File: config.mk
export PLATFORM = sky130hd
export DESIGN_NAME = controlador_atributos_n
export DESIGN_NICKNAME = d
export VERILOG_FILES = /design/src/rtl/controlador_atributos_n.sv
export SDC_FILE = /design/constraint.sdc
export NUM_CORES = 1
export LEC_CHECK = 0
export BUFFER_PORTS_ARGS = -buffer_cell sky130_fd_sc_hd__buf_4
export CORE_MARGIN = 2
export CORE_UTILIZATION = 39
export CTS_CLUSTER_DIAMETER = 150
export CTS_CLUSTER_SIZE = 14
export DETAILED_ROUTE_END_ITERATION = 16
export HOLD_SLACK_MARGIN = 0.06
export PLACE_DENSITY = 0.57
export SYNTH_ARGS = -nofsm -noshare
export SYNTH_HDL_FRONTEND = slang
export SYNTH_SLANG_ARGS = --single-unit
File: constraint.sdc
create_clock -name clk -period 2.38 [get_ports clk]
set_input_delay 0.357 -clock clk [delete_from_list [all_inputs] [get_ports clk]]
set_output_delay 0.357 -clock clk [all_outputs]
set_load 0.005 [all_outputs]
File: src/rtl/controlador_atributos_n.sv
`default_nettype none
// ============================================================================
//  Module      : controlador_atributos_n
//  Description : N saturating pet attributes updated on a divided-clock tick,
//                with pause, low-level alerts and sticky death detection.
//                Optional macro ALERTA_HISTERESE_EN registers the alerts with
//                hysteresis.
//  Revision    : 1.0 - initial release
// ============================================================================
module controlador_atributos_n #(
    parameter int                          N_ATRIB       = 3,
    parameter int                          LARGURA       = 8,
    parameter int                          MAX_VAL       = 100,
    parameter int                          VEL_SUBIDA    = 7,
    parameter int                          VEL_DESCIDA   = 1,
    parameter int                          DIV_TICK      = 65536,
    parameter logic [N_ATRIB*LARGURA-1:0]  VAL_INICIAL   = {8'd50, 8'd70, 8'd80},
    parameter int                          LIMIAR_ALERTA = 20,
    parameter int                          HIST_ALERTA   = 10,
    parameter int                          TICKS_MORTE   = 4
) (
    input  logic                         clk,
    input  logic                         rst,
    input  logic [N_ATRIB-1:0]           acao,
    input  logic                         pausa,
    output logic [N_ATRIB*LARGURA-1:0]   atributos,
    output logic [N_ATRIB-1:0]           alerta,
    output logic                         morto,
    output logic                         tick
);

    localparam int                 c_div_w     = (DIV_TICK > 1) ? $clog2(DIV_TICK) : 1;
    localparam int                 c_cz_w      = $clog2(TICKS_MORTE + 1);
    localparam logic [c_div_w-1:0] c_div_max   = c_div_w'(DIV_TICK - 1);
    localparam logic [c_cz_w-1:0]  c_ticks     = c_cz_w'(TICKS_MORTE);
    localparam logic [c_cz_w-1:0]  c_ticks_m1  = c_cz_w'(TICKS_MORTE - 1);
    localparam logic [LARGURA:0]   c_sub_ext   = (LARGURA+1)'(VEL_SUBIDA);
    localparam logic [LARGURA:0]   c_max_ext   = (LARGURA+1)'(MAX_VAL);
    localparam logic [LARGURA-1:0] c_max       = LARGURA'(MAX_VAL);
    localparam logic [LARGURA-1:0] c_desc      = LARGURA'(VEL_DESCIDA);
    localparam logic [LARGURA:0]   c_lim_ext   = (LARGURA+1)'(LIMIAR_ALERTA);

    logic [c_div_w-1:0] r_div;
    logic [c_cz_w-1:0]  r_cz;
    logic               r_morto;
    logic               w_tick;
    logic               w_atualiza;
    logic               w_acao_valida;
    logic [N_ATRIB-1:0] w_zero;

    assign w_tick        = (r_div == c_div_max) && !pausa;
    assign w_atualiza    = w_tick && !r_morto;
    assign w_acao_valida = (acao != '0) && ((acao & (acao - N_ATRIB'(1))) == '0);
    assign tick          = w_tick;
    assign morto         = r_morto;

    // Tick divider: frozen while paused, keeps running after death.
    always_ff @(posedge clk) begin
        if (rst) begin
            r_div <= '0;
        end else if (!pausa) begin
            r_div <= (r_div == c_div_max) ? '0 : r_div + c_div_w'(1);
        end
    end

    generate
        for (genvar gi = 0; gi < N_ATRIB; gi++) begin : g_canal
            logic [LARGURA-1:0] r_valor;
            logic [LARGURA:0]   w_soma;
            logic [LARGURA-1:0] w_subida;
            logic [LARGURA-1:0] w_descida;
            logic [LARGURA-1:0] w_prox;

            // Rise computed one bit wider so the sum never wraps before the clamp.
            assign w_soma    = {1'b0, r_valor} + c_sub_ext;
            assign w_subida  = (w_soma >= c_max_ext) ? c_max : w_soma[LARGURA-1:0];
            assign w_descida = (r_valor <= c_desc) ? '0 : r_valor - c_desc;
            assign w_prox    = (w_acao_valida && acao[gi]) ? w_subida : w_descida;
            assign w_zero[gi] = (r_valor == '0);
            assign atributos[gi*LARGURA +: LARGURA] = r_valor;

            always_ff @(posedge clk) begin
                if (rst) begin
                    r_valor <= VAL_INICIAL[gi*LARGURA +: LARGURA];
                end else if (w_atualiza) begin
                    r_valor <= w_prox;
                end
            end

`ifdef ALERTA_HISTERESE_EN
            localparam logic [LARGURA:0] c_lim_hist_ext =
                (LARGURA+1)'(LIMIAR_ALERTA + HIST_ALERTA);
            localparam logic [LARGURA:0] c_ini_ext =
                {1'b0, VAL_INICIAL[gi*LARGURA +: LARGURA]};
            logic r_alerta;

            always_ff @(posedge clk) begin
                if (rst) begin
                    r_alerta <= (c_ini_ext < c_lim_ext);
                end else if ({1'b0, r_valor} < c_lim_ext) begin
                    r_alerta <= 1'b1;
                end else if ({1'b0, r_valor} >= c_lim_hist_ext) begin
                    r_alerta <= 1'b0;
                end
            end
            assign alerta[gi] = r_alerta;
`else
            assign alerta[gi] = ({1'b0, r_valor} < c_lim_ext);
`endif
        end
    endgenerate

`ifndef ALERTA_HISTERESE_EN
    logic w_unused_hist;
    assign w_unused_hist = |HIST_ALERTA;
`endif

    // Death counter looks at pre-update values; morto is set on the same edge
    // the counter reaches TICKS_MORTE.
    always_ff @(posedge clk) begin
        if (rst) begin
            r_cz    <= '0;
            r_morto <= 1'b0;
        end else if (w_atualiza) begin
            if (|w_zero) begin
                if (r_cz < c_ticks) begin
                    r_cz <= r_cz + c_cz_w'(1);
                end
                if (r_cz >= c_ticks_m1) begin
                    r_morto <= 1'b1;
                end
            end else begin
                r_cz <= '0;
            end
        end
    end

endmodule
`default_nettype wire

==> run metrics, run 1 <==
Post-synth EDFFs=0; post-route antenna net violation count=0; first-pass GRT wire length=14.9 mm; DR WL met2=roughly 4.2 mm; Net Count, Synth=between 400 and 500; I/O Buffers=34; skew final=0.00773 ns; Top FF cell, synth=dfxtp_1; register area share after synthesis=0.273; synth unique cells=68; DR DRC count=0; Buf/Inv on CP=1; max_cap viols=0; largest delay contributor family on the critical path=simple AND/OR/NAND/NOR gates; 1st-iter DRT viols=around 150; Tmin final=~2.2 ns; total global routing overflow=0; crit-path cells=inv_1 > ha_1 > and2b_1 > or4b_1 > a31o_1 > a311o_1 > nand3_1; Tcrit/Tclk final=0.942; Worst EP arrival=2.49 ns; commonest non-fill, non-tap cell in the layout=buf_4; Leak Pwr=1.40 nW; Syn-to-layout area delta=19.4%; die height=around 95 um; f_max=around 450 MHz; crit-path max FO=6; ant diodes=0; gr usage total=0.206; CTS H-tree lvls=2; Top Layer Used=met4; Worst slew margin=0.653; WL met1=4.08 mm; largest net degree at the start of global routing=30; # nets final=501; Core Rows=33; I/O pins=35; initial antenna violation count=0; final setup violation count=0; core footprint=slightly above 8000 um2; routed vias/inst=5.72; die area=9020 um2; status=completed; Initial Util=0.397; Clock Path Buffers=2; first drt pass iteration count=4; Resized Gates After CTS=0; CP Class=reg2reg; WL met3=469 um; maximum VDD drop=0.316 mV; Ys Warns=0; clock-pin slew on the worst setup and hold paths=0.09 ns; Placed Area=3730 um2; Gate Count Post-Synth=438; detailed-route via count=3369; synthesized flop and latch total=44; CTS tree=done; Least-Margin Pin Slew=0.515 ns; CP peak stage delay=0.53 ns; Final Hold Vio Count=0; Post-CTS Hold Buffers=0; Total Neg Setup Slack=0 ns; worst skew pair latency=0.30 ns; Clock Tree Root=clkbuf_8; Post-CTS Setup Inserts=0; Yosys top cell by area=dfxtp_1; Final HPWL DP=6.12 mm; Critical Path RT=approximately 2.6 ns; post-route cell area=between 3000 and 4000 um2; synthesized area=3230 um2; commonest non-fill, non-tap cells in the layout=67 x buf_4, 48 x nor2_1, 44 x dfxtp_1; crit end category=flop; ranking of synthesized cells by area=dfxtp_1 27%, nor2_1 5.6%, a21oi_1 5.1%; worst hold-check path type=in2reg; vias in the first global route=3066; final max-slew violation count=0; Clock Sinks=44; post-synth top area share=0.273; RSZ-0062 raised after global routing=no; startpoint types=flop; Final Wtd Congestion=0.914; mean routed wirelength per cell=15.0 um; ys async rst share=0; slowest CP cell=or4b_1; CTS Buf Count=5; die width=approximately 95 um; Syn Area/Cell=7.37 um2; Routed WL=approximately 8.9 mm; PD cells=between 300 and 400 nW/um2; share of cells above drive strength 1=0.190
## registers in the layout (all words and copies together) (netlist names)
signal / count
r_div: 16
g_canal.r_valor: 24
morto: 1
r_cz: 3
## worst reg2reg max path: cells and delay by family (launching register included)
kind | cells | cell delay [ns]
buf+inv | 1 | 0.11
fa+ha+maj | 1 | 0.20
compound gates | 2 | 0.64
flops | 1 | 0.44
simple gates | 3 | 0.81
## path summary, 6_finish.rpt
check                                           start                     to  slack (ns)  cells past startpoint
worst max-delay path            g_canal[1].r_valor[1]  g_canal[1].r_valor[2]        0.14                      7
worst min-delay path                            pausa               r_div[0]        0.33                      3
worst max register to register  g_canal[1].r_valor[1]  g_canal[1].r_valor[2]        0.14                      7
worst min register to register  g_canal[1].r_valor[0]  g_canal[1].r_valor[0]        0.51                      2
## metal layers
metal / up-vias / GRT usage
met3: 12 / 0.0319
li1: 1682 / -
met2: 100 / 0.334
met4: 0 / 0.0749
met1: 1575 / 0.277
met5: - / 0
## area by class of cell
cell class | instances | area [um2]
fill | 833 | 4280
multi-input combinational | 352 | 2140
sequential | 44 | 881
timing repair buffer | 69 | 543
tap | 105 | 131
clock buffer | 5 | 68.8
clock inverter | 3 | 47.5
inverter | 11 | 41.3
## power by group
part           switching [mW]  internal [mW]  leakage, nW
sequential            0.00270          0.739        0.355
combinational          0.0435         0.0250        0.984
clock                   0.296          0.317       0.0583
total                   0.342           1.08         1.40
## kinds of logic after synthesis
| group | Yosys count | synth area share |
|---|---|---|
| AOI/OAI and AO/OA | 113 | 0.220 |
| buffers and inverters | 42 | 0.0682 |
| xor gates and xnor gates | 17 | 0.0461 |
| adders and majority gates | 12 | 0.0465 |
| DFF | 44 | 0.273 |
| and+or+nand+nor | 203 | 0.324 |
| muxes | 7 | 0.0225 |
## per-stage QoR
| stage | hold slack (ns) | total power [mW] | setup WS, ns | instances | util |
|---|---|---|---|---|---|
| 3_3_place_gp | 0.489 | 0.827 | 0.179 | 581 | 0.459 |
| 2_1_floorplan | 0.467 | 0.798 | 0.0999 | 438 | - |
| 4_1_cts | 0.326 | 1.45 | 0.106 | 589 | 0.473 |
| 3_5_place_dp | 0.500 | 0.827 | 0.137 | 581 | 0.459 |
| 5_1_grt | 0.363 | 1.49 | 0.0231 | 589 | 0.474 |
| 6_report | 0.333 | 1.42 | 0.137 | 589 | 0.474 |
## cell usage after synthesis, types with 3 or more instances
cell type / number
nor3_1: 21
nand2_1: 43
inv_1: 10
buf_4: 4
xor2_1: 11
nor2b_1: 3
clkbuf_1: 18
or3_1: 9
ha_1: 12
and3_1: 5
nor4_1: 7
o32ai_1: 3
nand3b_1: 4
buf_2: 4
nor2_1: 48
dfxtp_1: 44
a31oi_1: 9
mux2i_1: 5
nand2b_1: 4
a211oi_1: 6
o31ai_1: 7
xnor2_1: 6
buf_6: 3
o21ai_0: 30
nand4_1: 9
a21oi_1: 33
nand3_1: 23
and2_1: 7
Power figures use the tool's default switching activity.
==> run 2: changes to the inputs <==
--- a/config.mk
+++ b/config.mk
@@ -6,13 +6,15 @@
 export NUM_CORES = 1
 export LEC_CHECK = 0
 export BUFFER_PORTS_ARGS = -buffer_cell sky130_fd_sc_hd__buf_4
+export CELL_PAD_IN_SITES_DETAIL_PLACEMENT = 1
+export CELL_PAD_IN_SITES_GLOBAL_PLACEMENT = 2
 export CORE_MARGIN = 2
-export CORE_UTILIZATION = 39
+export CORE_UTILIZATION = 31
 export CTS_CLUSTER_DIAMETER = 150
 export CTS_CLUSTER_SIZE = 14
 export DETAILED_ROUTE_END_ITERATION = 16
 export HOLD_SLACK_MARGIN = 0.06
-export PLACE_DENSITY = 0.57
+export PLACE_DENSITY = 0.75
 export SYNTH_ARGS = -nofsm -noshare
 export SYNTH_HDL_FRONTEND = slang
 export SYNTH_SLANG_ARGS = --single-unit
==> run metrics, run 2 (same netlist as run 1, synthesis figures left out) <==
initial antenna violation count=0 (unchanged); Tcrit/Tclk final=0.918 (-0.0249); CP peak stage delay=0.52 ns (about the same); CTS Buf Count=5 (unchanged); first-pass GRT wire length=17.2 mm (+16%); Syn-to-layout area delta=23.4%; Final HPWL DP=7.67 mm (+25%); slowest CP cell=or4b_1; share of cells above drive strength 1=0.210 (+0.0200); commonest non-fill, non-tap cells in the layout=78 x buf_4, 48 x nor2_1, 44 x dfxtp_1; CP Class=reg2reg; post-route antenna net violation count=0 (unchanged); Clock Path Buffers=2 (unchanged); status=completed; largest net degree at the start of global routing=29 (-3.3%); Largest register FFs=24 (unchanged); Post-CTS Setup Inserts=0 (unchanged); Worst R2R Start=g_canal[1].r_valor[0]; Clock Sinks=44 (unchanged); Leak Pwr=1.45 nW (+3.8%); f_max=458 MHz (+2.7%); Core Rows=37 (+12%); Least-Margin Pin Slew=0.702 ns (+0.187 ns); stages on the worst setup path=7 (unchanged); top flop regs=g_canal.r_valor: 24 flops, r_div: 16 flops, r_cz: 3 flops; clock-pin slew on the worst setup and hold paths=0.10 ns (about the same); CTS H-tree lvls=2 (unchanged); die width=106 um (+12%); ant diodes=0 (unchanged); Final Wtd Congestion=0.820 (-10%); crit-path max FO=6 (unchanged); Clock Tree Root=clkbuf_8; routed vias/inst=5.41 (-5.4%); final max-slew violation count=0 (unchanged); Worst Reg-to-Reg Cells=7 (unchanged); PD cells=358 nW/um2 (-3.1%); Post-CTS Hold Buffers=0 (unchanged); r2r setup slk=0.20 ns (+0.06 ns); Resized Gates After CTS=0 (unchanged); first drt pass iteration count=4 (unchanged); I/O pins=35 (unchanged); Worst slew margin=0.527 (-0.126); DR DRC count=0 (unchanged); worst hold-check path type=in2reg; vias in the first global route=3473 (+13%); reg2reg end=g_canal[1].r_valor[0]; startpoint types=flop; final setup violation count=0 (unchanged); I/O Buffers=34 (unchanged); end of the critical path=g_canal[1].r_valor[0]; largest delay contributor family on the critical path=simple AND/OR/NAND/NOR gates; Total Neg Setup Slack=0 ns (unchanged); commonest non-fill, non-tap cell in the layout=buf_4; die area=11200 um2 (+25%); worst skew pair latency=0.31 ns (about the same); CP startpoint=g_canal[1].r_valor[0]; Final Hold Vio Count=0 (unchanged); final worst slack=0.196 ns (+0.0592 ns); Routed WL=10.2 mm (+15%); total global routing overflow=0 (unchanged); 1st-iter DRT viols=78 (-48%); CTS tree=done; Biggest register=g_canal.r_valor; gr usage total=0.188 (-0.0180); RSZ-0062 raised after global routing=no; maximum VDD drop=0.231 mV (-27%); core footprint=10200 um2 (+26%); crit end category=flop; Buf/Inv on CP=1 (unchanged); max_cap viols=0 (unchanged); post-placement setup slack=0.180 ns (+0.0425 ns); skew final=0.00955 ns (+0.00182 ns); detailed-route via count=3414 (+1.3%); Critical Path RT=2.58 ns (-0.05 ns); die height=106 um (+12%); Tmin final=2.18 ns (-0.0592 ns); # nets final=512 (+2.2%); Initial Util=0.316 (-0.0814); Worst EP arrival=2.38 ns (-0.11 ns); mean routed wirelength per cell=16.2 um (+7.4%); crit-path cells=inv_1 > ha_1 > and2b_1 > or4b_1 > a31o_1 > a21boi_0 > o21ai_1
==> run 2: cell types whose count changed in the layout (fill, tap and decap cells not counted) <==
cell and delta:
buf_4 +11, a21boi_0 +1, a21boi_1 -1, nor4_1 -1, nor4_2 +1
==> run 2: power by group <==
part	internal (mW)	total (mW)	switching (mW)	leakage, nW
registers	0.739	0.742	0.00299	0.355
clock network	0.317	0.612	0.295	0.0583
logic	0.0261	0.0713	0.0452	1.04
==> run 2: final cells by class <==
class	instances	area (um2)
Inverter	11	41.3
Clock buffer	5	68.8
Sequential cell	44	881
Timing Repair Buffer	80	626
Multi-Input combinational cell	352	2150
Tap cell	136	170
Clock inverter	3	47.5
Fill cell	1280	6250
==> run 2: stage by stage <==
stage	utilization	cells	instance area (um2)	power, mW	hold slack [ns]
after detailed placement	0.376	623	3850	0.832	0.498
after global placement	0.376	623	3850	0.829	0.492
final	0.390	631	3990	1.43	0.329
after global routing	0.390	631	3990	1.50	0.350
after floorplan	-	438	3230	0.798	0.467
after CTS	0.388	631	3970	1.46	0.326
==> run 2: worst reg2reg max path, cell delays in order, from the launching register on <==
cell and delay (ns):
dfxtp_1 0.39, inv_1 0.08, ha_1 0.21, and2b_1 0.19
or4b_1 0.52, a31o_1 0.31, a21boi_0 0.28, o21ai_1 0.11
==> run 2: per-layer routing <==
metal,part of all wire,vias up,GRT usage
met4,0.010,0,0.0498
met5,0,-,0
met3,0.019,9,0.0245
met1,0.48,1665,0.246
li1,-,1696,-
met2,0.49,44,0.326
==> run 2: how the worst min path moves through the flow <==
stage / startpoint / cells after the start / slack (ns) / end
global placement: r_div[13] / 2 / 0.49 / r_div[13]
global route: pausa / 3 / 0.35 / r_div[1]
detailed placement: r_div[6] / 2 / 0.50 / r_div[6]
finish: pausa / 3 / 0.33 / r_div[1]
floorplan: r_div[12] / 2 / 0.47 / r_div[12]
CTS: pausa / 3 / 0.33 / r_div[1]
